<file path="src/rtl/disp_pkg.sv">
// disp_pkg: shared states, limits and round-robin helpers for the display scheduler
package disp_pkg;
  typedef enum logic [1:0] {IDLE, CONV, SHOW} state_t;
  localparam int MAX_DISPLAY = 9999;
  localparam int BCD_DIGITS = 4;
  // Rotate so the requester after `last` is checked first, pick the lowest set bit, rotate back.
  function automatic logic [2:0] rr_pick(input logic [2:0] mask, input logic [1:0] last);
    logic [2:0] r;
    logic [2:0] p;
    r = last == 2'd0 ? {mask[0], mask[2], mask[1]} : last == 2'd1 ? {mask[1], mask[0], mask[2]} : mask;
    p = r[0] ? 3'b001 : r[1] ? 3'b010 : r[2] ? 3'b100 : 3'b000;
    return last == 2'd0 ? {p[1], p[0], p[2]} : last == 2'd1 ? {p[0], p[2], p[1]} : p;
  endfunction
  function automatic logic [1:0] oh2idx(input logic [2:0] oh);
    return oh[2] ? 2'd2 : oh[1] ? 2'd1 : 2'd0;
  endfunction
endpackage

</file>
<file path="src/rtl/bin2bcd_seq.sv">
// bin2bcd_seq: iterative shift-add-3 binary to BCD, one input bit per cycle
module bin2bcd_seq
  import disp_pkg::*;
#(
  parameter int VALUE_W = 14
) (
  input  logic                    clk,
  input  logic                    rst_n,
  input  logic                    start,
  input  logic [VALUE_W-1:0]      din,
  output logic                    done,
  output logic [4*BCD_DIGITS-1:0] result
);
  localparam int CW = $clog2(VALUE_W + 1);
  logic [VALUE_W-1:0] sh;
  logic [4*BCD_DIGITS-1:0] acc;
  logic [4*BCD_DIGITS-1:0] adj;
  logic [CW-1:0] cnt;
  logic active;
  always_comb begin
    adj = acc;
    for (int i = 0; i < BCD_DIGITS; i++)
      adj[4*i +: 4] = acc[4*i +: 4] >= 4'd5 ? acc[4*i +: 4] + 4'd3 : acc[4*i +: 4];
  end
  // result is the post-step value, so the caller can capture it on the edge done is high
  assign result = {adj[4*BCD_DIGITS-2:0], sh[VALUE_W-1]};
  assign done = active && cnt == CW'(1);
  always_ff @(posedge clk or negedge rst_n) begin
    if (!rst_n) begin
      sh <= '0;
      acc <= '0;
      cnt <= '0;
      active <= 1'b0;
    end else if (start) begin
      sh <= din;
      acc <= '0;
      cnt <= CW'(VALUE_W);
      active <= 1'b1;
    end else if (active) begin
      sh <= sh << 1;
      acc <= result;
      cnt <= cnt - 1'b1;
      active <= cnt != CW'(1);
    end
  end
endmodule

</file>
<file path="src/rtl/disp_scheduler.sv">
// disp_scheduler: round-robin owner of a 4-digit BCD display with timed dwell and refresh
module disp_scheduler
  import disp_pkg::*;
#(
  parameter int DWELL_CYCLES = 100000000,
  parameter int VALUE_W = 14
) (
  input  logic               clk,
  input  logic               rst_n,
  input  logic [2:0]         req,
  input  logic [VALUE_W-1:0] value0,
  input  logic [VALUE_W-1:0] value1,
  input  logic [VALUE_W-1:0] value2,
  output logic [2:0]         grant,
  output logic [15:0]        bcd,
  output logic               bcd_valid,
  output logic               busy
);
  localparam int DW = $clog2(DWELL_CYCLES);
  state_t state, state_nx;
  logic [2:0] grant_nx, pick, others;
  logic [1:0] last;
  logic [DW-1:0] dcnt;
  logic owner_pending, expire, latch_new, refresh, start, conv_done;
  logic [VALUE_W-1:0] sel, din;
  logic [15:0] conv_bcd;
  assign others = req & ~grant;
  assign owner_pending = |(req & grant);
  assign pick = rr_pick(others, last);
  assign expire = state == SHOW && (dcnt == DW'(DWELL_CYCLES - 1) || !owner_pending);
  assign latch_new = |others && (state == IDLE || expire);
  assign refresh = expire && !(|others) && owner_pending;
  assign start = latch_new || refresh;
  assign sel = grant_nx[0] ? value0 : grant_nx[1] ? value1 : value2;
  assign din = 32'(sel) > 32'(MAX_DISPLAY) ? VALUE_W'(MAX_DISPLAY) : sel;
  assign busy = state == CONV;
  always_comb begin
    state_nx = state;
    grant_nx = grant;
    if (start) begin
      state_nx = CONV;
      grant_nx = latch_new ? pick : grant;
    end else if (state == CONV && conv_done) begin
      state_nx = SHOW;
    end else if (expire) begin
      state_nx = IDLE;
      grant_nx = '0;
    end
  end
  // last resets to requester 2 so requester 0 wins the first arbitration
  always_ff @(posedge clk or negedge rst_n) begin
    if (!rst_n) begin
      state <= IDLE;
      grant <= '0;
      last <= 2'd2;
      bcd <= '0;
      bcd_valid <= 1'b0;
      dcnt <= '0;
    end else begin
      state <= state_nx;
      grant <= grant_nx;
      if (start) last <= oh2idx(grant_nx);
      if (state == CONV && conv_done) begin
        bcd <= conv_bcd;
        bcd_valid <= 1'b1;
      end
      dcnt <= state == SHOW && !expire ? dcnt + 1'b1 : '0;
    end
  end
  bin2bcd_seq #(.VALUE_W(VALUE_W)) u_conv (
    .clk(clk),
    .rst_n(rst_n),
    .start(start),
    .din(din),
    .done(conv_done),
    .result(conv_bcd)
  );
endmodule

</file>
<file path="config.mk">
export PLATFORM = sky130hd
export DESIGN_NAME = disp_scheduler
export DESIGN_NICKNAME = d
export VERILOG_FILES = /design/src/rtl/disp_pkg.sv /design/src/rtl/bin2bcd_seq.sv /design/src/rtl/disp_scheduler.sv
export SDC_FILE = /design/constraint.sdc
export NUM_CORES = 1
export LEC_CHECK = 0
export CAP_MARGIN = 20
export CORE_MARGIN = 5
export CORE_UTILIZATION = 50
export DETAILED_ROUTE_END_ITERATION = 8
export PLACE_DENSITY_LB_ADDON = 0.15
export SETUP_SLACK_MARGIN = 0.02
export SLEW_MARGIN = 20
export SYNTH_ARGS = -nofsm -noshare
export SYNTH_HDL_FRONTEND = slang
export SYNTH_SLANG_ARGS = --single-unit
</file>
<file path="constraint.sdc">
create_clock -name clk -period 3.2 [get_ports clk]
set_clock_uncertainty 0.1 [all_clocks]
set_input_delay 0.48 -clock clk [delete_from_list [all_inputs] [get_ports clk]]
set_output_delay 0.48 -clock clk [all_outputs]
set_load 0.005 [all_outputs]
</file>
# Word-level counts from Yosys, hierarchy flattened
# Cells that the tools add are included.
[op_classes] addsub=6 n_lt_le_gt_ge=5 n_eq_ne=6 muxes=32 bitwise_logic=3 reduce_logical=19
[op_table] operator="two-way mux 14 bit" count=5
[op_table] operator="two-way mux 3 bit" count=12
[op_table] operator="two-way mux 16 bit" count=2
[op_table] operator="adder 27 x 1 -> 27 bit (second input constant)" count=1
[op_table] operator="equality test 27 bit (second input constant)" count=1
[op_table] operator="two-way mux 27 bit" count=1
[op_table] operator="two-way mux 4 bit" count=5
[op_table] operator="greater-or-equal comparator 4 x 3 -> 1 bit (second input constant)" count=4
[op_table] operator="> comparator 14 bit (second input constant)" count=1
[op_table] operator="adder 4 x 2 -> 4 bit (second input constant)" count=3
[op_table] operator="two-way mux 2 bit" count=4
[op_table] operator="logical AND 1 bit" count=7
[op_table] operator="bitwise AND 3 bit" count=2
[op_table] operator="OR reduction 3 bit" count=2
[op_table] operator="equality test 2 x 1 -> 1 bit (second input constant)" count=2
[op_table] operator="equality test 4 x 1 -> 1 bit (second input constant)" count=1
[op_table] operator="logical NOT 2 bit" count=2
[op_table] operator="!= test 4 x 1 -> 1 bit (second input constant)" count=1
[op_table] operator="subtractor 4 x 1 -> 4 bit (second input constant)" count=1
[op_table] operator="adder 3 x 2 -> 3 bit (second input constant)" count=1
[op_table] operator="logical NOT 1 bit" count=3
[op_table] operator="logical OR 1 bit" count=3
[op_table] operator="two-way mux 1 bit" count=3
[op_table] operator="NOT 3 bit" count=1
[op_table] operator="3 further kinds" count=3
[word_totals] reg_bits=86 input_bits=47 output_inout_bits=21 word_cells=81

# Depth between registers and ports, before layout
# Gate-level depths: netlist (run 1).
[logic_depth] ltp_word=16 mapped_depth=12 mapped_depth_nobuf=10

# Hierarchy
# Synthesis (run 1) repeated with hierarchy kept, for this count alone.
[hier_totals] cells_unflattened=524 area_unflattened_um2=5022.3
[modules_own_cells] module="disp_scheduler" n_inst=1 cells_per_inst=307 area_each_um2=2974.1 seq_area_each_um2=1277.5
[modules_own_cells] module="bin2bcd_seq" n_inst=1 cells_per_inst=217 area_each_um2=2048.2 seq_area_each_um2=875.8

# Worst setup path before layout (run 1)
# No wires, ideal clock.
[synth_path] path_kind="register to register" start="reg dcnt[9]" end="reg u_conv.sh[4]" arrival_ns=2.835 t_required_ns=2.958 slack_ns=0.123 path_stages_with_launch=11 path_buffers=2 path_cell_list="dfrtp_1 or4_4 nor4_4 a21o_1 buf_2 a21o_1 buf_6 mux2_4 mux2_2 a311oi_2 a211oi_1"
[synth_between] elab_chain_len=12
[synth_lines] element="start: declaration" line="disp_scheduler.sv:23" rtl="logic [DW-1:0] dcnt;"
[synth_lines] element="start signal: assignment" line="disp_scheduler.sv:67" rtl="dcnt <= state == SHOW && !expire ? dcnt + 1'b1 : '0;"
[synth_lines] element="equality test 27 bit *" line="disp_scheduler.sv:30" rtl="assign expire = state == SHOW && (dcnt == DW'(DWELL_CYCLES - 1) || !owner_pending);"
[synth_lines] element="logical OR 1 bit *" line="disp_scheduler.sv:30"
[synth_lines] element="logical AND 1 bit *" line="disp_scheduler.sv:30"
[synth_lines] element="logical OR 1 bit / logical AND 1 bit (equally long branches)" line="disp_scheduler.sv:31, disp_scheduler.sv:32"
[synth_lines] element="logical AND 1 bit (on tied branches)" line="disp_scheduler.sv:31, disp_scheduler.sv:32"
[synth_lines] element="two-way mux 3 bit / logical OR 1 bit (equally long branches)" line="disp_scheduler.sv:42, disp_scheduler.sv:33"
[synth_lines] element="two-way mux 3 bit" line="disp_scheduler.sv:40" rtl="if (start) begin"
[synth_lines] element="two-way mux 14 bit (2 in a row)" line="disp_scheduler.sv:34" rtl="assign sel = grant_nx[0] ? value0 : grant_nx[1] ? value1 : value2;"
[synth_lines] element="> comparator 14 bit" line="disp_scheduler.sv:35" rtl="assign din = 32'(sel) > 32'(MAX_DISPLAY) ? VALUE_W'(MAX_DISPLAY) : sel;"
[synth_lines] element="two-way mux 14 bit" line="disp_scheduler.sv:35"
[synth_lines] element="two-way mux 14 bit" line="bin2bcd_seq.sv:34" rtl="end else if (start) begin"
[synth_lines] element="end signal: assignment" line="bin2bcd_seq.sv:35" rtl="sh <= din;"
[synth_lines] element="end signal: assignment" line="bin2bcd_seq.sv:40" rtl="sh <= sh << 1;"
[synth_lines] element="end: declaration" line="bin2bcd_seq.sv:15" rtl="logic [VALUE_W-1:0] sh;"
# Mark *: on every way between the ends. The rest lies on a longest branch, timed or not.
# A chain may end at the register's enable or synchronous reset.

# Final worst setup path (run 1)
[layout_path] start="reg dcnt[8]" end="reg u_conv.sh[2]"
# The elaborated chain is that of the path after synthesis.

==> results_tabular.tex, run 1 <==
\begin{tabular}{lr}
\hline
Metric & Value \\
\hline
\multicolumn{2}{l}{\textbf{Setup path}} \\
\quad Register-to-register path setup slack & slightly below 0.07 ns \\
\quad End of the critical path & u\_conv.sh[2]\$\_DFFE\_PN0P\_ \\
\quad CP Cell Sequence & or4b\_4 > nor4\_4 > nand4bb\_1 > a32oi\_4 > inv\_2 > buf\_6 > a211oi\_4 > o22ai\_2 > o211ai\_2 > a32oi\_1 \\
\quad Data arrival time of the critical path & around 3.2 ns \\
\quad Family with the most delay on the worst path & simple AND/OR/NAND/NOR gates \\
\quad CP max-delay cell & sky130\_fd\_sc\_hd\_\_or4b\_4 \\
\quad Number of cells on the worst reg-to-reg path & 10 \\
\quad Critical path class & flop to flop \\
\quad Critical path buffer and inverter count & 2 \\
\quad Startpoint types & flop \\
\quad Critical path startpoint & dcnt[8]\$\_DFF\_PN0\_ \\
\quad CP Capture Type & flop \\
\quad Reg2Reg Capture Point & u\_conv.sh[2]\$\_DFFE\_PN0P\_ \\
\quad Required time at the endpoint of the critical path & 3.31 ns \\
\quad Total stage count of the critical path & 10 \\
\quad Launch instance of the worst register-to-register path & dcnt[8]\$\_DFF\_PN0\_ \\
\quad Maximum fanout encountered on the critical timing path & 5 \\
\quad Critical Path Max Stage Delay & 0.55 ns \\
\multicolumn{2}{l}{\textbf{Detailed routing}} \\
\quad Residual antenna-violating net count after detailed routing & 0 \\
\quad Avg Vias per Cell & 5.42 \\
\quad Initial DRT Pass Iterations & 4 \\
\quad Average detailed-routed wire length per instance & approximately 15 um \\
\quad Total detailed-routing wirelength & 10.7 mm \\
\quad Count of vias placed by the detailed router & 3,909 \\
\quad DRC viols & 0 \\
\quad Violation count after the first detailed-route iteration & roughly 130 \\
\multicolumn{2}{l}{\textbf{Finish}} \\
\quad Final core occ & 66.3\% \\
\quad Top library cells by usage in the layout, fill and taps aside & 83 x sky130\_fd\_sc\_hd\_\_dfrtp\_1, 66 x sky130\_fd\_sc\_hd\_\_clkdlybuf4s50\_1, 64 x sky130\_fd\_sc\_hd\_\_nor2\_1 \\
\quad Most frequent standard cell in the layout excluding fill and tap cells & sky130\_fd\_sc\_hd\_\_dfrtp\_1 \\
\quad Total of fill cells in the finished design & 763 \\
\quad Total Nets Final & 645 \\
\quad Diodes inserted & 0 \\
\quad Fraction of final layout cells sized beyond drive strength 1 & roughly 16\% \\
\quad Final design instance area without fill & slightly above 6000 um2 \\
\quad Area delta synth->final & 28.6\% \\
\multicolumn{2}{l}{\textbf{Clock tree}} \\
\quad CTS tree & yes \\
\quad Total clock buffers created by CTS & 9 \\
\quad Count of clock tree sinks & 86 \\
\quad H-Tree Depth & 3 \\
\quad Later-pin clock latency in the skew report & 0.35 ns \\
\quad Clock root buffer & sky130\_fd\_sc\_hd\_\_clkbuf\_8 \\
\quad Maximum clock insertion buffer count & 2 \\
\quad Hold Buf Count CTS & 0 \\
\quad Clock edge transition at the registers on the reported setup and hold paths & 0.09 ns \\
\multicolumn{2}{l}{\textbf{Run status}} \\
\quad Status & complete, no violations \\
\multicolumn{2}{l}{\textbf{GRT}} \\
\quad Pin count of the biggest net entering global routing & 58 \\
\quad Wire length of the first global-routing pass & 18.3 mm \\
\quad Vias in the first global route & 3,985 \\
\quad Leftover overflow at the end of global routing & 0 \\
\quad Initial antenna violation count & 0 \\
\quad Global-route usage over all layers & between 10\% and 20\% \\
\multicolumn{2}{l}{\textbf{Power and ir drop}} \\
\quad Power Internal & between 3000 and 4000 uW \\
\quad Fraction of power spent switching nets & 38.7\% \\
\quad Clock share of power & 14.5\% \\
\quad Lkg Pwr & 0.00263 uW \\
\quad Post-layout total power & $\sim$5400 uW \\
\quad Worst IR drop on VDD & 0.000396 V \\
\quad Power per Cell Area & 870 nW/um2 \\
\quad Comb pwr share & 53.3\% \\
\quad Power dissipated by switching net loads & 2070 uW \\
\quad Sequential power share & 32.2\% \\
\multicolumn{2}{l}{\textbf{Place}} \\
\quad Placed Instance Area & 5800 um2 \\
\quad Final RePlAce weighted congestion & 0.863 \\
\quad \# port buffers & 67 \\
\quad Placed wire-length estimate & 8.00 mm \\
\multicolumn{2}{l}{\textbf{Logic synthesis}} \\
\quad Yosys cell types & 58 \\
\quad Yosys warnings & 0 \\
\quad Number of synthesized register bits & 86 \\
\quad Cell area after synthesis & 4790 um2 \\
\quad Synthesized Nets & between 500 and 600 \\
\quad Async S/R FF share, synth & 100\% \\
\quad Register area share after synthesis & between 40\% and 50\% \\
\quad Number of synthesized flops with an enable pin & 0 \\
\quad Gate Count Post-Synth & 491 \\
\quad Post-Synthesis Mean Instance Area & 9.75 um2 \\
\quad Top\_reg\_cell synth & sky130\_fd\_sc\_hd\_\_dfrtp\_1 \\
\multicolumn{2}{l}{\textbf{Timing}} \\
\quad Fin. Hold Viols & 0 \\
\quad Highest clock frequency the design can meet & 319 MHz \\
\quad Share of the clock period used by the worst path & between 90\% and 100\% \\
\quad Unrepaired setup endpoints after global routing & true \\
\quad Time the worst path needs with I/O delays and setup & 3.13 ns \\
\quad Transition time of the tightest slew-check pin & 0.774 ns \\
\quad Headroom to the max-slew limit & 48.4\% \\
\quad Final count of pins violating max slew & 0 \\
\quad Count of final setup violators & 0 \\
\multicolumn{2}{l}{\textbf{Floorplanning}} \\
\quad Boundary pin count & between 60 and 70 \\
\quad Horizontal die dimension & approximately 110 um \\
\quad Number of cell rows & 35 \\
\quad Initial standard-cell utilization of the core & 51.6\% \\
\quad Core Area & 9280 um2 \\
\quad Chip height & 108 um \\
\quad Die Outline Area & 11,600 um2 \\
\multicolumn{2}{l}{\textbf{Job}} \\
\quad Max cap viols & 0 \\
\multicolumn{2}{l}{\textbf{Hold path}} \\
\quad Worst min path class & primary input to async pin \\
\hline
\end{tabular}
==> cells by family (layout without fill, tap and decap cells) <==
group	count (synthesis)	after routing	synth area share (%)
muxes	49	49	10.9
xor gates and xnor gates	29	29	5.31
DFF	86	86	45.0
AOI/OAI and AO/OA	107	107	14.8
and+or+nand+nor	165	165	17.4
buffers and inverters	44	145	3.76
adders and majority gates	11	11	2.88
==> area by class of cell <==
cell class                 instances  area, um2  area share, %
multi-input combinational        361       2560           41.5
timing repair buffer             106        990           16.1
inverter                          23       86.3           1.40
tap                              129        161           2.62
clock buffer                       9        124           2.01
sequential                        86       2160           35.0
clock inverter                     7       81.3           1.32
==> registers in the layout, indices dropped and copies added, names as in the netlist, 2 cells and up <==
signal,cells
grant,3
dcnt,27
u_conv.cnt,4
state,2
last,2
u_conv.sh,14
u_conv.acc,16
bcd,16
==> per-stage QoR <==
| stage | setup slack (ns) | TNS [ns] | instances | hold slack, ns |
|---|---|---|---|---|
| floorplan | 0.123 | 0 | 491 | 0.0844 |
| global placement | -0.167 | -1.67 | 699 | 0.354 |
| detailed placement | -0.237 | -2.39 | 699 | 0.377 |
| CTS | 0.0398 | 0 | 715 | 0.0972 |
| global route | -0.0679 | -0.234 | 721 | 0.127 |
| finish | 0.0680 | 0 | 721 | 0.0654 |
==> worst min-delay path by stage <==
stage                          start                        end  cells past startpoint
4_1_cts                        rst_n  u_conv.acc[0]$_DFFE_PN0P_                      1
2_1_floorplan                  rst_n         bcd[0]$_DFFE_PN0P_                      0
3_3_place_gp   bcd_valid$_DFFE_PN0P_      bcd_valid$_DFFE_PN0P_                      1
5_1_grt                        rst_n  u_conv.acc[0]$_DFFE_PN0P_                      1
3_5_place_dp       dcnt[0]$_DFF_PN0_          dcnt[0]$_DFF_PN0_                      1
6_report                       rst_n  u_conv.acc[0]$_DFFE_PN0P_                      1
==> synthesized netlist by cell type (all sizes together), types with 2 or more instances <==
| cell | n | area, um2 |
|---|---|---|
| ha | 11 | 138 |
| and3 | 7 | 43.8 |
| nand4 | 5 | 31.3 |
| xnor2 | 15 | 131 |
| clkbuf | 11 | 41.3 |
| mux2i | 34 | 340 |
| nand2b | 7 | 43.8 |
| nor4 | 3 | 33.8 |
| nor4b | 2 | 17.5 |
| buf | 10 | 52.6 |
| o22ai | 3 | 18.8 |
| a32oi | 4 | 53.8 |
| nor2b | 9 | 56.3 |
| nand3 | 17 | 85.1 |
| o21ai | 23 | 115 |
| o21a | 5 | 37.5 |
| nor3b | 8 | 60.1 |
| inv | 23 | 86.3 |
| nand2 | 25 | 93.8 |
| a211oi | 22 | 180 |
| a21o | 3 | 22.5 |
| a31oi | 2 | 12.5 |
| nor2 | 64 | 240 |
| xor2 | 14 | 123 |
| dfrtp | 85 | 2130 |
| or2 | 2 | 12.5 |
| mux2 | 15 | 180 |
| a21oi | 35 | 175 |
| nor3 | 4 | 20.0 |
| or3 | 6 | 37.5 |
| o211ai | 2 | 20.0 |
==> metal layers <==
| layer | track usage, % | routed length (um) |
|---|---|---|
| met5 | 0 | 0 |
| met4 | 7.03 | 235 |
| met3 | 2.40 | 289 |
| met2 | 33.4 | 5430 |
| met1 | 25.3 | 4780 |
==> timing repair <==
action | in CTS | in global routing
setup endpoints to repair | 0 | 10
gates resized for setup | 0 | 18
setup buffers | 0 | 6
==> power by group through the flow <==
stage          sequential (uW)  combinational, uW  clock [uW]
3_5_place_dp              1740               2640           0
3_3_place_gp              1730               2560           0
6_report                  1730               2860         776
2_1_floorplan             1690               1710           0
4_1_cts                   1720               2650         800
5_1_grt                   1780               3160         856
==> worst reg2reg max path, stage by stage, from the launching register on <==
cell                        delay (ns)
sky130_fd_sc_hd__dfrtp_2          0.41
sky130_fd_sc_hd__or4b_4           0.55
sky130_fd_sc_hd__nor4_4           0.42
sky130_fd_sc_hd__nand4bb_1        0.24
sky130_fd_sc_hd__a32oi_4          0.28
sky130_fd_sc_hd__inv_2            0.09
sky130_fd_sc_hd__buf_6            0.14
sky130_fd_sc_hd__a211oi_4         0.24
sky130_fd_sc_hd__o22ai_2          0.12
sky130_fd_sc_hd__o211ai_2         0.27
sky130_fd_sc_hd__a32oi_1          0.14
No activity file was read; power rests on OpenSTA's default activity.
==> run 2: changes to the inputs <==
--- a/config.mk
+++ b/config.mk
@@ -9,9 +9,11 @@
 export CORE_MARGIN = 5
 export CORE_UTILIZATION = 50
 export DETAILED_ROUTE_END_ITERATION = 8
+export HOLD_SLACK_MARGIN = 0.03
 export PLACE_DENSITY_LB_ADDON = 0.15
 export SETUP_SLACK_MARGIN = 0.02
 export SLEW_MARGIN = 20
 export SYNTH_ARGS = -nofsm -noshare
 export SYNTH_HDL_FRONTEND = slang
 export SYNTH_SLANG_ARGS = --single-unit
+export TNS_END_PERCENT = 50
==> results_tabular.tex, run 2 (synthesis gave the netlist of run 1 again) <==
\begin{tabular}{lr}
\hline
Metric & Value \\
\hline
\multicolumn{2}{l}{\textbf{GRT}} \\
\quad Wire length of the first global-routing pass & 18.3 mm \\
\quad Leftover overflow at the end of global routing & 0 \\
\quad Global-route usage over all layers & 19.5\% \\
\quad Initial antenna violation count & 0 \\
\quad Vias in the first global route & 3,985 \\
\quad Pin count of the biggest net entering global routing & just under 60 \\
\multicolumn{2}{l}{\textbf{Finish}} \\
\quad Most frequent standard cell in the layout excluding fill and tap cells & sky130\_fd\_sc\_hd\_\_dfrtp\_1 \\
\quad Total of fill cells in the finished design & 763 \\
\quad Register containing the most flip-flops in the final layout & dcnt \\
\quad Area delta synth->final & 28.6\% \\
\quad Fraction of final layout cells sized beyond drive strength 1 & 15.9\% \\
\quad Finished Layout Cells & 721 \\
\quad Top library cells by usage in the layout, fill and taps aside & 83 x sky130\_fd\_sc\_hd\_\_dfrtp\_1, 66 x sky130\_fd\_sc\_hd\_\_clkdlybuf4s50\_1, 64 x sky130\_fd\_sc\_hd\_\_nor2\_1 \\
\quad Final design instance area without fill & just over 6000 um2 \\
\quad Total Nets Final & 645 \\
\quad Sequential cell area & 2160 um2 \\
\quad Biggest registers after layout & dcnt x27, bcd x16, u\_conv.acc x16 \\
\quad Diodes inserted & 0 \\
\quad Multi-input gate area in the final layout & around 2600 um2 \\
\quad Flip-flop count of the largest register after layout & 27 \\
\multicolumn{2}{l}{\textbf{Detailed routing}} \\
\quad Residual antenna-violating net count after detailed routing & 0 \\
\quad DRC viols & 0 \\
\quad Count of vias placed by the detailed router & between 3,000 and 4,000 \\
\quad Total detailed-routing wirelength & roughly 11 mm \\
\quad Average detailed-routed wire length per instance & 14.9 um \\
\quad Initial DRT Pass Iterations & 4 \\
\quad Violation count after the first detailed-route iteration & 130 \\
\quad Avg Vias per Cell & 5.41 \\
\multicolumn{2}{l}{\textbf{Setup path}} \\
\quad Maximum fanout encountered on the critical timing path & 5 \\
\quad Critical path startpoint & dcnt[8]\$\_DFF\_PN0\_ \\
\quad CP Cell Sequence & or4b\_4 > nor4\_4 > nand4bb\_1 > a32oi\_4 > inv\_2 > buf\_6 > a211oi\_4 > o22ai\_2 > o211ai\_2 > a32oi\_1 \\
\quad Critical path class & flop to flop \\
\quad Critical path buffer and inverter count & 2 \\
\quad Startpoint types & flop \\
\quad Critical Path Max Stage Delay & 0.55 ns \\
\quad CP Capture Type & flop \\
\quad CP max-delay cell & sky130\_fd\_sc\_hd\_\_or4b\_4 \\
\quad Required time at the endpoint of the critical path & 3.31 ns \\
\quad Family with the most delay on the worst path & simple AND/OR/NAND/NOR gates \\
\quad Launch instance of the worst register-to-register path & dcnt[8]\$\_DFF\_PN0\_ \\
\quad Data arrival time of the critical path & 3.24 ns \\
\multicolumn{2}{l}{\textbf{Hold path}} \\
\quad Worst min path class & primary input to async pin \\
\multicolumn{2}{l}{\textbf{Timing}} \\
\quad Fin. Hold Viols & 0 \\
\quad Highest clock frequency the design can meet & 319 MHz \\
\quad Final count of pins violating max slew & 0 \\
\quad Time the worst path needs with I/O delays and setup & 3.13 ns \\
\quad Final Hold Slack & between 0.06 and 0.07 ns \\
\quad Count of final setup violators & 0 \\
\quad Transition time of the tightest slew-check pin & $\sim$0.77 ns \\
\quad Share of the clock period used by the worst path & 97.9\% \\
\quad Min setup slack post-route & 0.0675 ns \\
\quad Unrepaired setup endpoints after global routing & true \\
\quad Headroom to the max-slew limit & 48.4\% \\
\multicolumn{2}{l}{\textbf{Floorplanning}} \\
\quad Chip height & 108 um \\
\quad Number of cell rows & 35 \\
\quad Core Area & 9280 um2 \\
\quad Initial standard-cell utilization of the core & 51.6\% \\
\quad Die Outline Area & 11,600 um2 \\
\quad Horizontal die dimension & 108 um \\
\quad Boundary pin count & 68 \\
\multicolumn{2}{l}{\textbf{Power and ir drop}} \\
\quad Power Internal & 3280 uW \\
\quad Clock share of power & 14.5\% \\
\quad Fraction of power spent switching nets & 38.7\% \\
\quad Power dissipated by switching net loads & 2070 uW \\
\quad Comb pwr share & 53.3\% \\
\quad Lkg Pwr & 0.00263 uW \\
\quad Power per Cell Area & 870 nW/um2 \\
\quad Worst IR drop on VDD & 0.000395 V \\
\quad Post-layout total power & 5360 uW \\
\quad Sequential power share & 32.2\% \\
\multicolumn{2}{l}{\textbf{Clock tree}} \\
\quad Later-pin clock latency in the skew report & between 0.3 and 0.4 ns \\
\quad Maximum clock insertion buffer count & 2 \\
\quad Clock root buffer & sky130\_fd\_sc\_hd\_\_clkbuf\_8 \\
\quad CTS tree & yes \\
\quad Count of clock tree sinks & 86 \\
\quad Total clock buffers created by CTS & 9 \\
\quad H-Tree Depth & 3 \\
\quad Clock edge transition at the registers on the reported setup and hold paths & 0.09 ns \\
\multicolumn{2}{l}{\textbf{Place}} \\
\quad Placed wire-length estimate & 8.00 mm \\
\quad Final RePlAce weighted congestion & 0.863 \\
\quad Placed insts & 699 \\
\quad \# port buffers & 67 \\
\quad Minimum setup slack after placement & -0.237 ns \\
\quad Placed Instance Area & 5800 um2 \\
\multicolumn{2}{l}{\textbf{Run status}} \\
\quad Status & complete, no violations \\
\multicolumn{2}{l}{\textbf{Job}} \\
\quad Max cap viols & 0 \\
\hline
\end{tabular}
-- run 2: cell counts in the layout (fill, tap and decap cells not counted) --
No cell type changed its count.
-- run 2: timing repair --
| action | 4_1_cts | 5_1_grt |
|---|---|---|
| setup buffers | 0 | 6 |
| hold buffers | 0 | 0 |
| setup endpoints to repair | 0 | 10 |
| gates resized for setup | 0 | 18 |
-- run 2: layout make-up --
| cell class | count | share of cell area (%) |
|---|---|---|
| Tap cell | 129 | 2.62 |
| Multi-Input combinational cell | 361 | 41.5 |
| Clock inverter | 7 | 1.32 |
| Inverter | 23 | 1.40 |
| Timing Repair Buffer | 106 | 16.1 |
| Sequential cell | 86 | 35.0 |
| Clock buffer | 9 | 2.01 |
-- run 2: layer usage --
layer,wire [um],share of wire [%],vias up,GRT usage (%)
met5,0,0,-,0
met4,235,2.2,0,7.03
met3,291,2.7,20,2.40
met2,5430,51,59,33.4
met1,4780,45,1899,25.3
li1,-,-,1925,-
-- run 2: power groups by stage --
stage               Clock [uW]  Sequential (uW)  Combinational [uW]
finish                     776             1730                2850
global route               856             1780                3160
CTS                        800             1720                2650
detailed placement           0             1740                2640
global placement             0             1730                2560
floorplan                    0             1690                1710
-- run 2: stage by stage --
stage               setup TNS, ns  util [%]
floorplan                       0         -
global placement            -1.67      62.5
detailed placement          -2.39      62.5
CTS                             0      64.7
global route               -0.234      66.3
finish                          0      66.3
-- run 2: final timing paths --
path	endpoint	slack (ns)	cells past startpoint
max reg2reg	u_conv.sh[2]$_DFFE_PN0P_	0.07	10
max	u_conv.sh[2]$_DFFE_PN0P_	0.07	10
max in group asynchronous	last[1]$_DFFE_PN1N_	2.15	2
min in group clk	dcnt[0]$_DFF_PN0_	0.39	1
min reg2reg	dcnt[0]$_DFF_PN0_	0.39	1
min	u_conv.acc[0]$_DFFE_PN0P_	0.06	1
==> run 3: changes to the inputs <==
--- a/config.mk
+++ b/config.mk
@@ -7,7 +7,8 @@
 export LEC_CHECK = 0
 export CAP_MARGIN = 20
 export CORE_MARGIN = 5
-export CORE_UTILIZATION = 50
+export CORE_UTILIZATION = 51
+export CTS_BUF_LIST = sky130_fd_sc_hd__clkbuf_4 sky130_fd_sc_hd__clkbuf_8
 export DETAILED_ROUTE_END_ITERATION = 8
 export HOLD_SLACK_MARGIN = 0.03
 export PLACE_DENSITY_LB_ADDON = 0.15
==> results_tabular.tex, run 3 (synthesis gave the netlist of run 1 again) <==
\begin{tabular}{lr}
\hline
Metric & Value \\
\hline
\multicolumn{2}{l}{\textbf{Setup path}} \\
\quad Required time at the endpoint of the critical path & around 3.4 ns \\
\quad Family with the most delay on the worst path & simple AND/OR/NAND/NOR gates \\
\quad CP Capture Type & flop \\
\quad Data arrival time of the critical path & 3.26 ns \\
\quad Critical Path Max Stage Delay & 0.55 ns \\
\quad Critical path buffer and inverter count & 1 \\
\quad CP Cell Sequence & or4b\_4 > nor4\_4 > a21o\_1 > a21o\_1 > buf\_6 > mux2\_4 > mux2\_4 > or3\_1 > o21ai\_1 \\
\quad Startpoint types & flop \\
\quad CP max-delay cell & sky130\_fd\_sc\_hd\_\_or4b\_4 \\
\quad Critical path class & flop to flop \\
\quad Maximum fanout encountered on the critical timing path & 4 \\
\multicolumn{2}{l}{\textbf{Run status}} \\
\quad Status & complete, no violations \\
\multicolumn{2}{l}{\textbf{Power and ir drop}} \\
\quad Sequential power share & 33.9\% \\
\quad Clock share of power & 15.3\% \\
\quad Comb pwr share & 50.8\% \\
\quad Power Internal & 3170 uW \\
\quad Fraction of power spent switching nets & about 39\% \\
\quad Lkg Pwr & about 0.0026 uW \\
\quad Power dissipated by switching net loads & 2010 uW \\
\quad Worst IR drop on VDD & 0.000429 V \\
\quad Power per Cell Area & 857 nW/um2 \\
\multicolumn{2}{l}{\textbf{GRT}} \\
\quad Wire length of the first global-routing pass & 18.5 mm \\
\quad Global-route met3 utilization & 4.27\% \\
\quad Leftover overflow at the end of global routing & 0 \\
\quad Initial antenna violation count & 0 \\
\quad Vias in the first global route & 4,037 \\
\quad Global-route usage over all layers & 19.9\% \\
\quad Met1 capacity usage during global routing & about a quarter \\
\quad Routing usage on met2 & about 34\% \\
\quad Layer carrying the most global-route usage & met2 \\
\quad Pin count of the biggest net entering global routing & 46 \\
\multicolumn{2}{l}{\textbf{Detailed routing}} \\
\quad Average detailed-routed wire length per instance & 15.4 um \\
\quad Total detailed-routing wirelength & around 11 mm \\
\quad Count of vias placed by the detailed router & 3,846 \\
\quad Initial DRT Pass Iterations & 5 \\
\quad Violation count after the first detailed-route iteration & 167 \\
\quad Residual antenna-violating net count after detailed routing & 0 \\
\quad Avg Vias per Cell & 5.53 \\
\quad DRC viols & 0 \\
\multicolumn{2}{l}{\textbf{Clock tree}} \\
\quad Maximum clock insertion buffer count & 2 \\
\quad CTS tree & yes \\
\quad Count of clock tree sinks & between 80 and 90 \\
\quad Clock edge transition at the registers on the reported setup and hold paths & 0.09 ns \\
\quad H-Tree Depth & 3 \\
\quad Clock root buffer & sky130\_fd\_sc\_hd\_\_clkbuf\_8 \\
\quad Total clock buffers created by CTS & 9 \\
\quad Later-pin clock latency in the skew report & 0.35 ns \\
\multicolumn{2}{l}{\textbf{Job}} \\
\quad Max cap viols & 0 \\
\multicolumn{2}{l}{\textbf{Floorplanning}} \\
\quad Number of cell rows & 35 \\
\quad Chip height & between 100 and 150 um \\
\quad Core Area & 9200 um2 \\
\quad Initial standard-cell utilization of the core & 52.1\% \\
\quad Boundary pin count & 68 \\
\quad Die Outline Area & 11,400 um2 \\
\quad Horizontal die dimension & 107 um \\
\multicolumn{2}{l}{\textbf{Finish}} \\
\quad Register containing the most flip-flops in the final layout & dcnt \\
\quad Top library cells by usage in the layout, fill and taps aside & 84 x sky130\_fd\_sc\_hd\_\_dfrtp\_1, 66 x sky130\_fd\_sc\_hd\_\_clkdlybuf4s50\_1, 64 x sky130\_fd\_sc\_hd\_\_nor2\_1 \\
\quad Sequential cell area & 2150 um2 \\
\quad Area delta synth->final & 26.2\% \\
\quad Finished Layout Cells & about 700 \\
\quad Fraction of final layout cells sized beyond drive strength 1 & between 10 and 15\% \\
\quad Total of fill cells in the finished design & 755 \\
\quad Multi-input gate area in the final layout & 2540 um2 \\
\quad Most frequent standard cell in the layout excluding fill and tap cells & sky130\_fd\_sc\_hd\_\_dfrtp\_1 \\
\quad Biggest registers after layout & dcnt x27, bcd x16, u\_conv.acc x16 \\
\quad Flip-flop count of the largest register after layout & 27 \\
\quad Diodes inserted & 0 \\
\quad Total Nets Final & 638 \\
\multicolumn{2}{l}{\textbf{Timing}} \\
\quad Time the worst path needs with I/O delays and setup & 3.08 ns \\
\quad Fin. Hold Viols & 0 \\
\quad Headroom to the max-slew limit & 62.1\% \\
\quad Sum of negative setup slack & 0 ns \\
\quad Transition time of the tightest slew-check pin & around 0.57 ns \\
\quad Highest clock frequency the design can meet & 325 MHz \\
\quad Share of the clock period used by the worst path & 96.2\% \\
\quad Final count of pins violating max slew & 0 \\
\quad Count of final setup violators & 0 \\
\quad Unrepaired setup endpoints after global routing & true \\
\multicolumn{2}{l}{\textbf{Place}} \\
\quad Final RePlAce weighted congestion & 0.863 \\
\quad \# port buffers & 67 \\
\quad Placed insts & 677 \\
\quad Placed wire-length estimate & 8.07 mm \\
\multicolumn{2}{l}{\textbf{Hold path}} \\
\quad Worst min path class & flop to flop \\
\hline
\end{tabular}
[run 3: cell count changes in the layout (fill, tap and decap cells not counted), moves of 2 or more]
cell                         delta
sky130_fd_sc_hd__buf_12         -2
sky130_fd_sc_hd__buf_4          -6
sky130_fd_sc_hd__clkinvlp_4     -2
sky130_fd_sc_hd__clkbuf_4       +2
[run 3: power groups by stage]
stage	registers [uW]	clock network (uW)	logic, uW
after floorplan	1690	0	1710
after global placement	1750	0	2420
after detailed placement	1780	0	2500
after CTS	1760	809	2520
after global routing	1820	860	2930
final	1760	791	2630
[run 3: what timing repair did]
item	4_1_cts	5_1_grt
resized for setup	0	15
setup buffers	0	2
hold buffers	1	0
endpoints found under the hold margin	14	0
setup endpoints to repair	0	13
[run 3: per-stage QoR]
| step | hold WS (ns) | power, uW | cell area (um2) | setup slack [ns] | util [%] |
|---|---|---|---|---|---|
| 6_report | 0.385 | 5180 | 6040 | 0.123 | 65.7 |
| 5_1_grt | 0.417 | 5610 | 6040 | -0.0205 | 65.7 |
| 4_1_cts | 0.387 | 5080 | 5940 | 0.0899 | 64.6 |
| 3_5_place_dp | 0.367 | 4280 | 5720 | -0.189 | 62.2 |
| 3_3_place_gp | 0.352 | 4170 | 5720 | -0.115 | 62.2 |
| 2_1_floorplan | 0.0844 | 3390 | 4790 | 0.123 | - |
[run 3: area by class of cell]
cell class	count	area share [%]
clock buffer	12	2.53
timing repair buffer	99	15.1
tap	111	2.30
clock inverter	4	0.911
sequential	86	35.7
inverter	23	1.47
multi-input combinational	361	42.0
[run 3: worst reg2reg max path, stage by stage, from the launching register on]
cell and delay, ns:
sky130_fd_sc_hd__dfrtp_1 0.43, sky130_fd_sc_hd__or4b_4 0.55, sky130_fd_sc_hd__nor4_4 0.41, sky130_fd_sc_hd__a21o_1 0.19, sky130_fd_sc_hd__a21o_1 0.23, sky130_fd_sc_hd__buf_6 0.14, sky130_fd_sc_hd__mux2_4 0.30, sky130_fd_sc_hd__mux2_4 0.29
sky130_fd_sc_hd__or3_1 0.31, sky130_fd_sc_hd__o21ai_1 0.07
[run 3: routing by layer]
layer | vias to the layer above | share of wire (%) | wire, um
li1 | 1910 | - | -
met1 | 1875 | 46 | 4910
met2 | 52 | 50 | 5390
met3 | 9 | 2.9 | 311
met4 | 0 | 0.99 | 106
met5 | - | 0 | 0
[run 3: final timing paths]
kind,end,from,slack [ns],depth (start not counted)
min reg2reg,bcd_valid$_DFFE_PN0P_,bcd_valid$_DFFE_PN0P_,0.39,1
min in group asynchronous,u_conv.acc[0]$_DFFE_PN0P_,rst_n,0.55,2
max,u_conv.sh[12]$_DFFE_PN0P_,dcnt[8]$_DFF_PN0_,0.12,9
max in group asynchronous,last[1]$_DFFE_PN1N_,rst_n,1.66,3
max reg2reg,u_conv.sh[12]$_DFFE_PN0P_,dcnt[8]$_DFF_PN0_,0.12,9
min,bcd_valid$_DFFE_PN0P_,bcd_valid$_DFFE_PN0P_,0.39,1
